[src/rtl/seq_tx.sv]
// Serial pattern transmitter: loads a pattern word via valid/ready and shifts it
// out MSB-first on a registered bit, optionally repeated, with a done pulse at the end.
module seq_tx #(
   parameter int   WIDTH    = 8,
   parameter int   REP_W    = 4,
   parameter logic IDLE_BIT = 1'b0,
   localparam int  LW       = $clog2(WIDTH + 1)
) (
   input  logic             clock,
   input  logic             reset,
   input  logic [WIDTH-1:0] data_in,
   input  logic [LW-1:0]    len_in,
   input  logic [REP_W-1:0] rep_in,
   input  logic             valid_in,
   output logic             ready_out,
   input  logic             abort,
   output logic             Out,
   output logic             busy,
   output logic             done
);

   localparam int IW = $clog2(WIDTH);

   localparam logic [1:0] S_IDLE  = 2'd0;
   localparam logic [1:0] S_SHIFT = 2'd1;
   localparam logic [1:0] S_DONE  = 2'd2;

   localparam logic [LW-1:0] WIDTH_L = LW'(WIDTH);

   logic [1:0]       state_q, state_d;
   logic [WIDTH-1:0] data_q, data_d;
   logic [IW-1:0]    lenm1_q, lenm1_d;
   logic [IW-1:0]    idx_q, idx_d;
   logic [REP_W-1:0] rep_q, rep_d;
   logic             out_q, out_d;

   logic [LW-1:0]    len_eff;
   logic [IW-1:0]    lenm1_in;
   logic [IW-1:0]    idx_dec;

   // Lengths of 0 or beyond WIDTH fall back to the full word.
   always_comb begin
      len_eff  = (len_in == '0 || len_in > WIDTH_L) ? WIDTH_L : len_in;
      lenm1_in = IW'(len_eff - LW'(1));
      idx_dec  = idx_q - IW'(1);
   end

   always_comb begin
      state_d = state_q;
      data_d  = data_q;
      lenm1_d = lenm1_q;
      idx_d   = idx_q;
      rep_d   = rep_q;
      out_d   = out_q;
      case (state_q)
         S_IDLE: begin
            out_d = IDLE_BIT;
            if (valid_in) begin
               state_d = S_SHIFT;
               data_d  = data_in;
               lenm1_d = lenm1_in;
               idx_d   = lenm1_in;
               rep_d   = rep_in;
               out_d   = data_in[lenm1_in];
            end
         end
         S_SHIFT: begin
            if (abort) begin
               state_d = S_IDLE;
               rep_d   = '0;
               idx_d   = '0;
               out_d   = IDLE_BIT;
            end else if (idx_q != '0) begin
               idx_d = idx_dec;
               out_d = data_q[idx_dec];
            end else if (rep_q != '0) begin
               // Reload from the captured word with no gap cycle between repetitions.
               rep_d = rep_q - REP_W'(1);
               idx_d = lenm1_q;
               out_d = data_q[lenm1_q];
            end else begin
               state_d = S_DONE;
               out_d   = IDLE_BIT;
            end
         end
         S_DONE: begin
            state_d = S_IDLE;
            out_d   = IDLE_BIT;
         end
         default: begin
            state_d = S_IDLE;
            out_d   = IDLE_BIT;
         end
      endcase
   end

   always_ff @(posedge clock or negedge reset) begin
      if (!reset) begin
         state_q <= S_IDLE;
         data_q  <= '0;
         lenm1_q <= '0;
         idx_q   <= '0;
         rep_q   <= '0;
         out_q   <= IDLE_BIT;
      end else begin
         state_q <= state_d;
         data_q  <= data_d;
         lenm1_q <= lenm1_d;
         idx_q   <= idx_d;
         rep_q   <= rep_d;
         out_q   <= out_d;
      end
   end

   assign Out       = out_q;
   assign busy      = (state_q == S_SHIFT);
   assign done      = (state_q == S_DONE);
   assign ready_out = (state_q == S_IDLE);

endmodule
[config.mk]
export PLATFORM = sky130hd
export DESIGN_NAME = seq_tx
export DESIGN_NICKNAME = d
export VERILOG_FILES = /design/src/rtl/seq_tx.sv
export SDC_FILE = /design/constraint.sdc
export NUM_CORES = 1
export LEC_CHECK = 0
export CAP_MARGIN = 20
export CORE_ASPECT_RATIO = 0.6
export CORE_MARGIN = 2
export CORE_UTILIZATION = 56
export CTS_CLUSTER_SIZE = 30
export DETAILED_ROUTE_END_ITERATION = 10
export GPL_TIMING_DRIVEN = 0
export PLACE_DENSITY = 0.84
export SETUP_SLACK_MARGIN = 0.15
export SLEW_MARGIN = 10
export SYNTH_ARGS = -nofsm -noshare
export SYNTH_HDL_FRONTEND = slang
export SYNTH_SLANG_ARGS = --single-unit
[constraint.sdc]
create_clock -name clock -period 4.4 [get_ports clock]
set_clock_uncertainty 0.2 [all_clocks]
set_input_delay 0.66 -clock clock [delete_from_list [all_inputs] [get_ports clock]]
set_output_delay 0.66 -clock clock [all_outputs]
set_load 0.03 [all_outputs]
==> impl_metrics.json <==
{
  "status": "finished, final reports clean",
  "setup-tns-final_ps": 0,
  "netSwitchingFraction_pct": 39.22,
  "root_buffer": "clkbuf_8",
  "drc": 0,
  "synth_top_area_share_pct": 39.47,
  "first_pass_iters": 4,
  "r2r_cells": 7,
  "place_congestion": 0.8742,
  "p_total_w": 0.0009165,
  "chipHeight_um": 41.77,
  "final_area_sq_mm": 0.001644,
  "fmax_mhz": 359.4,
  "yosysWarnings": 0,
  "track_usage_pct": 25.43,
  "wirelength_um": 3082,
  "fillCellCount": 153,
  "nets": 192,
  "regToRegSetupSlack_ps": 2260,
  "required_ps": 3540,
  "cts_buffer_depth": 2,
  "cts.clk_slew.worst_paths_ps": 70,
  "fin_util_pct": 74.32,
  "maxCapViolCount": 0,
  "grt_pass1_wl_um": 5223,
  "postRouteAntennaNets": 0,
  "diodes": 0,
  "synthCells": 140,
  "peakVddDrop_v": 0.0003645,
  "hp-class": "flip-flop to flip-flop",
  "cts_hold_buffers": 0,
  "async_flop_share_pct": 100.0,
  "via_per_inst": 5.787,
  "core_area_sq_mm": 0.002212,
  "powerDensity_mw_per_mm2": 557.5,
  "seqCellArea_sq_um": 525.5,
  "num_vias": 1140,
  "rsz0062_at_grt": "no",
  "std_cell_rows": 13,
  "cp-endpoint": "busy",
  "r2r_end": "idx_q[0]",
  "post_dp_cell_area_sq_mm": 0.001599,
  "portBuffers": 23,
  "antenna_found_initial": 0,
  "fin_crit_sh_pct": 63.24,
  "cts_setup_buffers": 0,
  "synth_edf_count": 0,
  "ios": 24,
  "ys.flop_type": "dfrtp_1",
  "layout-drive-gt1-share_pct": 10.78,
  "fin_crit_ps": 2783,
  "cts_buffers": 3,
  "p_seq_share_pct": 36.7,
  "post_cts_resized": 0,
  "synth_area_sq_mm": 0.001331,
  "p_switching_w": 0.0003595,
  "cellLeakagePower_nw": 0.7318,
  "final_max_slew_viol_count": 0,
  "synth_top_area_cell": "dfrtp_1",
  "critPathLaunchType": "flip-flop",
  "grt-ovfl-total": 0,
  "start_util_pct": 60.18,
  "slew_headroom_pct": 40.56,
  "intPower_w": 0.0005571,
  "multi_input_area_sq_um": 740.7,
  "cp_data_arrival_time_ps": 1920,
  "synth-seq-cells": 21,
  "dieArea_sq_mm": 0.002796,
  "hold_violations": 0,
  "grt_max_degree": 22,
  "crit_path_start": "state_q[0]",
  "finalNonFillerCells": 197,
  "final-setup-viol-count": 0,
  "hpwlAfterDp_um": 2396,
  "path_class": "flip-flop to primary output",
  "cts_tree": "yes",
  "r2r-start": "rep_q[0]",
  "dieWidth_um": 66.95,
  "drtIter0Drc": 104,
  "worstMarginPinSlew_ps": 888.8,
  "yosysSeqAreaShare_pct": 39.47,
  "comb_power_share_pct": 50.1,
  "wl_per_cell_um": 15.64,
  "grt_pass1_vias": 1083,
  "cts.htree.levels": 1,
  "ys_top_cells_by_area": "dfrtp_1 (39%), nand2_1 (8.7%), mux4_2 (8.5%)",
  "synth.distinct_cells": 37,
  "endpoint_kind": "primary output",
  "syn_nets": 164,
  "p_clk_share_pct": 13.1,
  "area_delta_synth_final_pct": 23.50,
  "dp_cells": 193,
  "cts.sink_count": 21,
  "clk_latency_ps": 260,
  "avgSynthCellArea_sq_um": 9.509,
  "crit_path_max_fanout": 8
}
-- Yosys cell counts (all sizes together) (4+ instances only) --
cell type / n
nor2: 7
a21oi: 5
mux4: 5
inv: 7
o21ai: 8
nand2: 31
ha: 4
dfrtp: 21
mux2i: 6
-- stage by stage --
stage / hold slack, ps / setup WS (ps)
6_report: 304.2 / 1617
5_1_grt: 345.8 / 1525
4_1_cts: 301.2 / 1611
3_5_place_dp: 285.0 / 1363
3_3_place_gp: 280.2 / 1434
2_1_floorplan: 164.4 / 2183
-- power by group through the flow --
stage               logic (W)  clock network (W)  registers [W]
finish               0.000459           0.000120       0.000337
global route         0.000506           0.000133       0.000347
CTS                  0.000454           0.000123       0.000334
detailed placement   0.000448                  0       0.000336
global placement     0.000435                  0       0.000331
floorplan            0.000330                  0       0.000325
-- worst max-delay path, cell delays in order, from the launching register on --
cell and delay, ps:
dfrtp_1 480, or2b_2 360, inv_1 130, clkdlybuf4s50_1 700
-- layout make-up --
cell class / count / area share, %
flip-flops and latches: 21 / 31.96
inverters: 7 / 1.598
plain buffers: 6 / 2.359
repair buffers: 23 / 14.00
multi-input cells: 106 / 45.05
well taps: 30 / 2.283
clock buffers: 4 / 2.740
-- registers in the layout (all words and copies together) (netlist names) --
register / flops
state_q: 2
rep_q: 4
lenm1_q: 3
data_q: 8
Out: 1
idx_q: 3
-- cell usage in the layout, fill, tap and decap left out --
master	n
nor3_1	3
clkbuf_1	4
or3_1	1
clkdlybuf4s50_1	23
a21oi_1	5
or2b_2	1
and2b_2	3
buf_6	2
or2b_1	1
and2_1	2
mux2_2	2
o21bai_1	1
mux4_2	5
buf_2	1
o32a_1	1
mux2i_1	6
nor4_1	2
o22ai_1	1
o21a_1	1
nand3_1	1
clkbuf_8	3
o21ba_2	1
o211ai_1	2
o21ai_0	8
ha_1	4
o2111ai_1	1
dfrtp_1	21
nor2_1	7
nand2b_1	3
a22o_1	1
xnor2_1	2
nand2_1	31
nor2b_1	2
o31a_1	3
or4b_1	1
inv_1	7
or3b_1	2
o221ai_1	1
a211o_1	1
-- kinds of logic after synthesis --
group	Yosys count	synth area share [%]
adder cells (fa/ha/maj)	4	3.760
buffers and inverters	13	4.887
multiplexers	13	14.66
AO/OA/AOI/OAI	27	13.72
flip-flops	21	39.47
AND/OR/NAND/NOR	60	22.18
XOR/XNOR	2	1.316
-- worst min-delay path by stage --
stage	startpoint	endpoint	slack, ps	cells after the start
final	data_q[0]	data_q[0]	300	2
after CTS	data_q[1]	data_q[1]	300	2
after global routing	data_q[2]	data_q[2]	350	2
after global placement	data_q[1]	data_q[1]	280	2
after detailed placement	data_q[1]	data_q[1]	280	2
after floorplan	reset	Out	160	0
-- routing by layer --
metal  vias up  track usage, %  share of wire, %
met2        61           38.80                45
met4         0           5.714              0.84
li1        543               -                 -
met1       532           36.52                46
met3         4           6.775               8.7
met5         -               0                 0
No activity file was read; power rests on OpenSTA's default activity.
==> RTL change 1 (same flow settings) <==
Take the reset off `data_q` and load it in a clocked block of its own.
--- a/src/rtl/seq_tx.sv
+++ b/src/rtl/seq_tx.sv
@@ -98,5 +98,4 @@
       if (!reset) begin
          state_q <= S_IDLE;
-         data_q  <= '0;
          lenm1_q <= '0;
          idx_q   <= '0;
@@ -105,5 +104,4 @@
       end else begin
          state_q <= state_d;
-         data_q  <= data_d;
          lenm1_q <= lenm1_d;
          idx_q   <= idx_d;
@@ -111,4 +109,8 @@
          out_q   <= out_d;
       end
+   end
+
+   always_ff @(posedge clock) begin
+      data_q <= data_d;
    end
 
Check against the original RTL: same outputs for any inputs over 10 cycles, from zero or initial values and one cycle with reset low; that may be too few to reach the edited logic, so the function may still have changed.
==> RTL change 1 against the original RTL <==
Via count shrank 7.3%; routed wire length decreased by 8.0%; area after synthesis is 4.0% lower; die area down 3.7%; design area is 3.3% lower; clock power is 3% higher; highest routed layer unchanged; setup slack better by 0.0033 ns; sequential cell count unchanged; total power shrank 7.3%; combinational power shrank 11%; synthesized cell count is 16% lower; largest power group unchanged; sequential power is 5.9% lower; maximum frequency grew 0.12%.
==> RTL change 1: results (changes against the original RTL) <==
.. list-table::
   :header-rows: 1

   * - Metric
     - Value
   * - Number of nets in the finished design
     - 169 (-12%)
   * - Cell types with the highest counts after synthesis
     - 13 x dfrtp_1, 9 x nor2_1, 8 x edfxtp_1, 8 x mux2i_1
   * - Filler cell count in the final layout
     - 160 (+4.6%)
   * - Synthesized netlist net count
     - 141 (-14%)
   * - Net switching component of the power
     - 0.327 mW (-8.9%)
   * - Sequential cell area share
     - 0.356 (+0.0360)
   * - CTS sink cnt
     - 21 (unchanged)
   * - Peak supply drop
     - 0.376 mV (+3.1%)
   * - Via count of the first global-routing pass
     - 969 (-11%)
   * - Amount of wire on met3 after detailed routing
     - 299 microns (+12%)
   * - Slew at the pin closest to its max-slew limit
     - 0.586 ns (-0.303 ns)
   * - Crit path max-delay cell type
     - clkdlybuf4s50_1
   * - Routed length on met1
     - 1.24 mm (-12%)
   * - Initial DRC Count
     - 84 (-19%)
   * - HPWL after detailed placement
     - 2.22 mm (-7.4%)
   * - Met2 layer wire length in the routed design
     - 1.28 mm (-6.9%)
   * - Largest cells by area after synthesis
     - dfrtp_1 25%, edfxtp_1 19%, mux4_2 7.1%
   * - First-pass GRT wire length
     - 4.54 mm (-13%)
   * - Weighted congestion reported at the end of routability-driven placement
     - 0.872 (-0.26%)
   * - Area occupied by multi-input gates
     - 656 sq um (-11%)
   * - Number of signal-net buffers in the layout
     - 27 (-6.9%)
   * - Sequential share of the synthesized area
     - 0.443 (+0.0480)
   * - Pin count of the biggest net entering global routing
     - 14 (-36%)
   * - Fraction of final layout cells sized beyond drive strength 1
     - 0.0972 (-0.0106)
   * - Detail-routed via count per cell
     - 6.07 (+5.0%)
   * - Max Fanout on Critical Path
     - 10 (+2)
   * - All-Layer GR Usage
     - 0.244 (-0.00989)
   * - EDFF count, synth
     - 8 (+8)
   * - Routed wirelength normalized by instance count
     - 16.3 microns (+4.2%)
   * - Count of different cell masters after synthesis
     - 40 (+8.1%)
   * - Run status
     - finished, final reports clean
   * - Instance area at placement
     - 1550 sq um (-3.4%)
   * - Sequential Area
     - 566 sq um (+7.6%)
-- RTL change 1: worst paths after layout --
path                       slack (ns)  startpoint  cells past startpoint          to
setup reg to reg                 2.21    rep_q[0]                      7    rep_q[2]
max in group asynchronous        3.05       reset                      1  lenm1_q[1]
setup / recovery                 1.62  state_q[1]                      4        busy
hold / removal                   0.36    rep_q[1]                      2    rep_q[1]
hold reg to reg                  0.36    rep_q[1]                      2    rep_q[1]
min in group asynchronous        0.57       reset                      1    rep_q[3]
-- RTL change 1: worst reg2reg max path: stages (launching register included) --
cell      delay, ns
dfrtp_1        0.40
inv_1          0.08
ha_1           0.18
or3b_1         0.34
clkbuf_1       0.18
a21oi_1        0.33
nor4_1         0.10
a211o_1        0.27
-- RTL change 1: power groups by stage --
| stage | sequential [mW] | combinational, mW | clock, mW |
|---|---|---|---|
| floorplan | 0.311 | 0.285 | 0 |
| global placement | 0.315 | 0.384 | 0 |
| finish | 0.317 | 0.408 | 0.124 |
| CTS | 0.315 | 0.403 | 0.126 |
| global route | 0.325 | 0.445 | 0.134 |
| detailed placement | 0.319 | 0.399 | 0 |
-- RTL change 1: logic make-up (layout without fill, tap and decap cells) --
kind of cell,Yosys count,in the layout,synth area share
xor gates and xnor gates,2,2,0.0137
and+or+nand+nor,38,38,0.167
AOI/OAI and AO/OA,27,27,0.142
buffers and inverters,11,38,0.0441
adders and majority gates,4,4,0.0392
DFF,21,21,0.443
muxes,14,14,0.151
-- RTL change 1: per-stage QoR --
step	std cells	setup WS [ns]
2_1_floorplan	117	2.18
3_3_place_gp	170	1.41
3_5_place_dp	170	1.43
4_1_cts	174	1.62
5_1_grt	174	1.53
6_report	174	1.62
-- RTL change 1: metal layers --
metal	up-vias	GRT usage
li1	488	-
met1	507	0.332
met2	60	0.389
met3	2	0.0632
met4	0	0.0885
met5	-	0
==> RTL change 2 (same flow settings) <==
Made on the original files. Change the parameter `IDLE_BIT` from 1'b0 to 1'b1.
--- a/src/rtl/seq_tx.sv
+++ b/src/rtl/seq_tx.sv
@@ -4,5 +4,5 @@
    parameter int   WIDTH    = 8,
    parameter int   REP_W    = 4,
-   parameter logic IDLE_BIT = 1'b0,
+   parameter logic IDLE_BIT = 1'b1,
    localparam int  LW       = $clog2(WIDTH + 1)
 ) (
Formal check against the unedited RTL: not equivalent (Yosys sat finds a counterexample within 4 cycles, from zero or initial values and one cycle with reset low).
==> RTL change 2 against the original RTL <==
Design area grew 2.0%; count of clock-buffer cells in the layout stayed put; hold slack better by 0.025 ns; sequential power rose by 3%; register-to-register slack better by 0.02 ns; setup slack improved by 0.016 ns; maximum frequency up 0.56%; synthesized cell count decreased by 1.4%; routed wire length rose by 9.2%; sequential cell count unchanged; area after synthesis increased by 2.4%; total power grew 5.9%.
==> RTL change 2: results (changes against the original RTL) <==
.. list-table::
   :header-rows: 1

   * - Metric
     - Value
   * - Resize count post-CTS
     - 0 (unchanged)
   * - Via count of the first global-routing pass
     - 1185 (+9.4%)
   * - Met3 Resource Use GR
     - 0.0645 (-0.00323)
   * - First-pass iteration count of the detailed router
     - 4 (unchanged)
   * - Synthesized netlist net count
     - 163 (-0.61%)
   * - Post-layout util
     - 0.752 (+0.00917)
   * - Filler cell count in the final layout
     - 154 (+0.65%)
   * - First-pass GRT wire length
     - 5.75 mm (+10%)
   * - Number of cells on the worst reg-to-reg path
     - 6 (-1)
   * - Clock buffer count from CTS
     - 3 (unchanged)
   * - Post-placement worst setup slack
     - 1.62 ns (+0.258 ns)
   * - Final routed wirelength across all metal layers
     - 3.37 mm (+9.2%)
   * - Met2 layer wire length in the routed design
     - 1.64 mm (+19%)
   * - Registers with the most flip-flops
     - data_q: 8 flops, rep_q: 4 flops
   * - HPWL after detailed placement
     - 2.61 mm (+8.7%)
   * - Sequential share of the synthesized area
     - 0.386 (-0.00850)
   * - Max Fanout on Critical Path
     - 8 (unchanged)
   * - Global-route track usage on met1
     - 0.400 (+0.0344)
   * - Cell types with the highest counts after synthesis
     - 31 x nand2_1, 20 x dfrtp_1, 9 x nor2_1, 7 x inv_1, 7 x o21ai_1
   * - Routed length on met1
     - 1.49 mm (+5.9%)
   * - Leakage power summed over all cells
     - 0.746 nW (+2.0%)
   * - Start of the worst register-to-register path
     - idx_q[0]
   * - Largest cells by area after synthesis
     - dfrtp_1 37%, nand2_1 8.5%, mux4_2 5.0%
   * - Synth Instances
     - 138 (-1.4%)
   * - Number of cells in the design after placement
     - 191 (-1.0%)
   * - Clock-pin slew on the worst setup and hold paths
     - 0.08 ns
   * - Critical Path Source
     - state_q[1]
   * - Peak supply drop
     - 0.267 mV (-27%)
   * - Remaining max-slew budget at the tightest pin
     - 0.363 (-0.0422)
   * - Global Route met2 Usage
     - 0.437 (+0.0493)
   * - All-Layer GR Usage
     - 0.279 (+0.0245)
   * - CTS Buffer Depth
     - 2 (unchanged)
   * - Hold_ws
     - 0.329 ns (+0.0246 ns)
   * - Run status
     - finished, final reports clean
   * - Instance area at placement
     - 1630 sq um (+2.0%)
   * - Flop-to-flop setup slack
     - 2.28 ns (+0.02 ns)
   * - Initial DRC Count
     - 55 (-47%)
   * - Weighted congestion reported at the end of routability-driven placement
     - 0.873 (-0.19%)
   * - Maximum clock frequency
     - 361 MHz (+0.56%)
   * - Most crowded layer after global routing
     - met2
   * - Count of different cell masters after synthesis
     - 46 (+24%)
   * - Layout Cells excl Fill
     - 195 (-1.0%)
   * - Amount of wire on met3 after detailed routing
     - 210 microns (-21%)
   * - Fraction of final layout cells sized beyond drive strength 1
     - 0.133 (+0.0255)
   * - Detail-routed via count per cell
     - 5.94 (+2.6%)
   * - Root cell of the clock tree
     - clkbuf_8
-- RTL change 2: cell count changes after synthesis, sizes merged, moves of 2 or more --
cell / change
o21ai: +3
and2b: -2
clkbuf: -2
nor2: +2
o31a: -2
-- RTL change 2: final cells by class --
cell class,instances,area share
plain buffers,4,0.0246
repair buffers,23,0.137
flip-flops and latches,21,0.314
well taps,30,0.0224
multi-input cells,106,0.459
clock buffers,4,0.0269
inverters,7,0.0157
-- RTL change 2: worst min-delay path by stage --
| stage | startpoint | endpoint | cells past startpoint |
|---|---|---|---|
| 3_5_place_dp | data_q[4] | data_q[4] | 2 |
| 3_3_place_gp | data_q[4] | data_q[4] | 2 |
| 6_report | data_q[7] | data_q[7] | 2 |
| 5_1_grt | data_q[6] | data_q[6] | 2 |
| 2_1_floorplan | reset | data_q[0] | 0 |
| 4_1_cts | data_q[7] | data_q[7] | 2 |
-- RTL change 2: critical path, delay by kind of cell, from the launching register on --
kind          cells  cell delay [ns]
buf+inv           2             0.87
flops             1             0.46
simple gates      1             0.32
-- RTL change 2: power breakdown --
part | internal (mW) | switching, mW | total [mW] | leakage, nW
sequential | 0.270 | 0.0760 | 0.346 | 0.257
clock | 0.0646 | 0.0630 | 0.128 | 0.0228
combinational | 0.246 | 0.251 | 0.497 | 0.467
-- RTL change 2: kinds of logic after synthesis --
logic type	after synthesis	synth area share
compound gates	29	0.150
xor+xnor	2	0.0184
fa+ha+maj	5	0.0459
buf+inv	11	0.0495
flops	21	0.386
mux	12	0.143
simple gates	58	0.207
